$ cat config.mk
export PLATFORM = sky130hd
export DESIGN_NAME = axis_rr_arbiter
export DESIGN_NICKNAME = d
export VERILOG_FILES = /design/src/rtl/axis_arb_pkg.sv /design/src/rtl/axis_rr_pick.sv /design/src/rtl/axis_rr_arbiter.sv
export SDC_FILE = /design/constraint.sdc
export NUM_CORES = 1
export LEC_CHECK = 0
export ABC_AREA = 0
export ABC_CLOCK_PERIOD_IN_PS = 2320
export BUFFER_PORTS_ARGS = -buffer_cell sky130_fd_sc_hd__buf_2
export CORE_ASPECT_RATIO = 0.7
export CORE_MARGIN = 3
export CORE_UTILIZATION = 34
export DETAILED_ROUTE_END_ITERATION = 7
export PLACE_DENSITY = 0.91
export RECOVER_POWER = 100
export SKIP_CTS_REPAIR_TIMING = 1
export SYNTH_ARGS = -nofsm -noshare
export SYNTH_HDL_FRONTEND = slang
export SYNTH_SLANG_ARGS = --single-unit
$ cat constraint.sdc
create_clock -name axi_aclk -period 2.32 [get_ports axi_aclk]
set_clock_uncertainty 0.15 [all_clocks]
set_input_delay 0.116 -clock axi_aclk [delete_from_list [all_inputs] [get_ports axi_aclk]]
set_output_delay 0.116 -clock axi_aclk [all_outputs]
set_load 0.02 [all_outputs]
$ cat src/rtl/axis_arb_pkg.sv
// Shared types and the reference round-robin selection rule for the AXI-Stream arbiter.
package axis_arb_pkg;

  typedef enum logic [1:0] {ARB_IDLE, ARB_LOCK} arb_state_e;

  localparam int unsigned MaxSrc = 8;

  // First requester strictly after ptr, wrapping at n_src; -1 when nobody requests.
  function automatic int rr_next(input logic [MaxSrc-1:0] req, input int unsigned ptr,
                                 input int unsigned n_src);
    int idx;
    rr_next = -1;
    for (int k = int'(n_src); k >= 1; k--) begin
      idx = int'((ptr + k) % n_src);
      if (req[idx]) rr_next = idx;
    end
  endfunction

endpackage

$ cat src/rtl/axis_rr_pick.sv
// Combinational round-robin picker: lowest requester at or after ptr+1, wrapping.
module axis_rr_pick #(
  parameter int unsigned N_SRC = 4,
  localparam int unsigned IdxW = (N_SRC > 1) ? $clog2(N_SRC) : 1
) (
  input  logic [N_SRC-1:0] req,
  input  logic [IdxW-1:0]  ptr,
  output logic             gnt_valid,
  output logic [IdxW-1:0]  gnt_idx
);

  logic [2*N_SRC-1:0] dbl;
  logic [N_SRC-1:0]   rot;
  int unsigned        start_idx;
  int unsigned        hit_idx;

  // Rotating the doubled vector puts ptr+1 at bit 0, so a plain priority encode finds the winner.
  always_comb begin
    start_idx = (32'(ptr) + 32'd1) % N_SRC;
    dbl       = {req, req} >> start_idx;
    rot       = dbl[N_SRC-1:0];
    hit_idx   = 0;
    for (int k = N_SRC - 1; k >= 0; k--) begin
      if (rot[k]) hit_idx = k;
    end
    gnt_valid = |req;
    gnt_idx   = IdxW'((start_idx + hit_idx) % N_SRC);
  end

endmodule

$ cat src/rtl/axis_rr_arbiter.sv
// Packet-granular round-robin arbiter sharing one AXI-Stream master among N_SRC sources.
module axis_rr_arbiter
  import axis_arb_pkg::*;
#(
  parameter int unsigned N_SRC = 4,
  parameter int unsigned DW    = 32,
  parameter int unsigned UW    = 2,
  parameter int unsigned CNTW  = 16,
  localparam int unsigned SW   = DW / 8,
  localparam int unsigned IdxW = (N_SRC > 1) ? $clog2(N_SRC) : 1
) (
  input  logic                  axi_aclk,
  input  logic                  axi_reset,
  input  logic [N_SRC-1:0]      src_en,
  input  logic [N_SRC-1:0]      s_tvalid,
  input  logic [N_SRC*DW-1:0]   s_tdata,
  input  logic [N_SRC*SW-1:0]   s_tstrb,
  input  logic [N_SRC*SW-1:0]   s_tkeep,
  input  logic [N_SRC-1:0]      s_tlast,
  input  logic [N_SRC*UW-1:0]   s_tuser,
  output logic [N_SRC-1:0]      s_tready,
  output logic                  m_tvalid,
  output logic [DW-1:0]         m_tdata,
  output logic [SW-1:0]         m_tstrb,
  output logic [SW-1:0]         m_tkeep,
  output logic                  m_tlast,
  output logic [UW-1:0]         m_tuser,
  input  logic                  m_tready,
  output logic [IdxW-1:0]       grant_id,
  output logic                  busy,
  output logic [CNTW-1:0]       beat_cnt
);

  arb_state_e      state_q;
  logic [IdxW-1:0] grant_q;
  logic [IdxW-1:0] ptr_q;
  logic            busy_q;
  logic [CNTW-1:0] cnt_q;

  logic [N_SRC-1:0] req;
  logic             pick_valid;
  logic [IdxW-1:0]  pick_idx;
  logic             hs;
  int unsigned      g;

  assign req = s_tvalid & src_en;

  axis_rr_pick #(
    .N_SRC (N_SRC)
  ) u_pick (
    .req       (req),
    .ptr       (ptr_q),
    .gnt_valid (pick_valid),
    .gnt_idx   (pick_idx)
  );

  // Data path is a pure mux while locked so the link adds no latency.
  always_comb begin
    g        = 32'(grant_q);
    m_tvalid = 1'b0;
    m_tdata  = '0;
    m_tstrb  = '0;
    m_tkeep  = '0;
    m_tlast  = 1'b0;
    m_tuser  = '0;
    s_tready = '0;
    if (state_q == ARB_LOCK) begin
      m_tvalid    = s_tvalid[g];
      m_tdata     = s_tdata[g*DW +: DW];
      m_tstrb     = s_tstrb[g*SW +: SW];
      m_tkeep     = s_tkeep[g*SW +: SW];
      m_tlast     = s_tlast[g];
      m_tuser     = s_tuser[g*UW +: UW];
      s_tready[g] = m_tready;
    end
  end

  assign hs = m_tvalid & m_tready;

  always_ff @(posedge axi_aclk or posedge axi_reset) begin
    if (axi_reset) begin
      state_q <= ARB_IDLE;
      grant_q <= '0;
      ptr_q   <= IdxW'(N_SRC - 1);
      busy_q  <= 1'b0;
      cnt_q   <= '0;
    end else begin
      case (state_q)
        ARB_IDLE: begin
          if (pick_valid) begin
            grant_q <= pick_idx;
            busy_q  <= 1'b1;
            cnt_q   <= '0;
            state_q <= ARB_LOCK;
          end
        end
        ARB_LOCK: begin
          if (hs) begin
            if (cnt_q != '1) cnt_q <= cnt_q + CNTW'(1);
            // The pointer only moves on packet completion, so idle cycles never disturb fairness.
            if (m_tlast) begin
              ptr_q   <= grant_q;
              busy_q  <= 1'b0;
              state_q <= ARB_IDLE;
            end
          end
        end
        default: state_q <= ARB_IDLE;
      endcase
    end
  end

  assign grant_id = grant_q;
  assign busy     = busy_q;
  assign beat_cnt = cnt_q;

endmodule

==> results.ini <==
[route]
totalWireLength_um = 11220
drt_iter0_markers = 184
drc = 0
via_per_inst = 5.398
vias = 3163
first_pass_iters = 4
wl_per_cell_um = 19.15
postRouteAntennaNets = 0

[placed_design]
dp_hpwl_um = 9614
port_buffers = 249
place_ws_ns = 0.1746
gp_congestion = 0.9934
placedCellCount = 580

[setup_path]
path_cells = buf_4, mux4_2, and2_1, clkbuf_2
cp-start-kind = flip-flop
arrival_ns = 1.93
cpMaxStageDelayCell = mux4_2
crit_path_max_fanout = 15
required_ns = 2.05
cp_slowest_stage_delay_ns = 0.57
path_buf_inv = 2
crit_family = multiplexers
path_class = reg2out
cp-end-kind = primary output

[yosys]
ys_seq_area_frac = 0.2014
synth_area_mm2 = 0.002621
syn-instance-count = 244
yosys-top-cells-area = mux4_2 (38%), dfrtp_1 (18%), and2_1 (11%), xnor2_1 (3.3%), nand2_1 (3.2%)
synth-edff-count = 0
synthFlopType = dfrtp_1
syn-num-nets = 429
synth_cell_types = 40
yosys.area.top_type_share = 0.3780
yosysTopAreaCell = mux4_2
async_flop_share = 1.000
ys_ff_latch = 21
synth_most_common_cell = and2_1
netlist_top_cells_count = and2_1 (47), mux4_2 (44), nand2_1 (22), dfrtp_1 (19), nor2_1 (12)
yosysWarnings = 0
syn_avg_cell_area_um2 = 10.74

[floorplanning]
rows = 26
die-area_mm2 = 0.008816
core_area_mm2 = 0.007385
ios = 250
start_util = 0.3550
die_h_um = 79.46
die_x_um = 110.9

[pwr]
total_power_w = 0.004121
p_per_area_mw_per_mm2 = 1034
peakVddDrop_mv = 0.5952
p_leak_nw = 1.881

[clock_tree]
clockBufferDepth = 2
clockRootBuffer = clkbuf_8
htreeDepth = 1
cts_tree = done
clk_pin_slew_ns = 0.08
clk-insertion-delay-late_ns = 0.26
cts_sinks = 21
cts_buffers = 3

[grt]
groute.usage.overall = 0.2446
grt_pass1_wl_um = 17260
met3_usage = 0.04697
busiest_layer = met2
grt.met2_usage = 0.4425
antenna_found_initial = 2
first_global_vias = 3263
grt_max_degree = 50
use_met1 = 0.3060
overflow = 0

[status]
status = complete, no violations

[sta]
finalSetupTns_ns = 0
max-slew-margin-rel = 0.4537
fin_crit_sh = 0.9462
finalHoldViolCount = 0
clock.fmax_mhz = 455.5
worstMarginPinSlew_ns = 0.8185
setup_viol = 0
rsz0062_at_grt = false
finalWorstSetupSlack_ns = 0.1247
min_period_ns = 2.195
maxSlewViolCount = 0

[cells_and_area]
drive_gt1_frac = 0.5626
syn2layout_area_growth_pct = 52.08
fill_cells = 688
nNetsFinal = 673
fin_util = 0.5398
final_cells = 586

[job]
drv_cap = 0

[min_path]
hp-class = in2reg

## worst paths after layout
| kind | slack, ns | to | from | depth (start not counted) |
|---|---|---|---|---|
| min | 0.12 | ptr_q[0] | m_tready | 3 |
| max reg2reg | 0.19 | beat_cnt[5] | beat_cnt[0] | 6 |
| min reg2reg | 0.37 | beat_cnt[5] | beat_cnt[5] | 1 |
| max in group asynchronous | 1.05 | grant_id[0] | axi_reset | 3 |
| max | 0.12 | m_tstrb[3] | grant_id[0] | 4 |
| min in group asynchronous | 0.42 | beat_cnt[3] | axi_reset | 3 |
## metrics by stage
stage,cell area (µm²),hold slack [ns]
floorplan,2621,-0.05895
global placement,3984,0.1465
detailed placement,3984,0.1585
CTS,4033,-0.1307
global route,3986,0.1278
finish,3986,0.1206
## flip-flops by register name, summed over array words and instances (netlist names)
register,flops
beat_cnt,16
grant_id,2
busy,1
ptr_q,2
## where the power goes
group | switching (W) | total [W] | leakage [nW] | internal (W)
Sequential | 0.000116 | 0.000557 | 0.274 | 0.000441
Clock | 0.000126 | 0.000248 | 0.0217 | 0.000121
Combinational | 0.00185 | 0.00332 | 1.58 | 0.00147
## layout by cell type (no fill, tap or decap), types with 3 or more instances in the layout
| master | n |
|---|---|
| inv_1 | 6 |
| clkbuf_1 | 35 |
| and2_1 | 47 |
| nor2_1 | 12 |
| clkbuf_2 | 26 |
| clkbuf_8 | 3 |
| nand2_1 | 22 |
| a31oi_1 | 3 |
| buf_4 | 5 |
| nor4_1 | 3 |
| nor3_1 | 5 |
| xnor2_1 | 10 |
| buf_2 | 188 |
| a211oi_1 | 3 |
| nand3_1 | 6 |
| mux2i_1 | 5 |
| nand4_1 | 9 |
| mux4_2 | 44 |
| dfrtp_1 | 18 |
| o21ai_1 | 3 |
## metal layers
layer | vias up | share of wire
met4 | 2 | 0.022
met3 | 25 | 0.070
met5 | - | 0.00080
met2 | 159 | 0.51
li1 | 1446 | -
met1 | 1531 | 0.40
## area by class of cell
type	instances	area, µm²	area share
diodes	1	2.502	0.0006277
repair buffers	257	1281	0.3214
clock inverters	1	7.507	0.001883
multi-input cells	199	1979	0.4965
clock buffers	3	41.29	0.01036
well taps	98	122.6	0.03076
flip-flops and latches	21	529.3	0.1328
inverters	6	22.52	0.005650
## cells by family after synthesis
family                   share of synthesized area
AO/OA/AOI/OAI                              0.07590
multiplexers                                0.4014
adder cells (fa/ha/maj)                   0.009545
buffers and inverters                      0.03675
XOR/XNOR                                   0.03341
flip-flops                                  0.2014
AND/OR/NAND/NOR                             0.2415
## tightest hold or removal path, stage by stage
cell     delay (ns)
buf_2          0.15
nand4_1        0.17
o21ai_0        0.09
No activity file was read; power rests on OpenSTA's default activity.
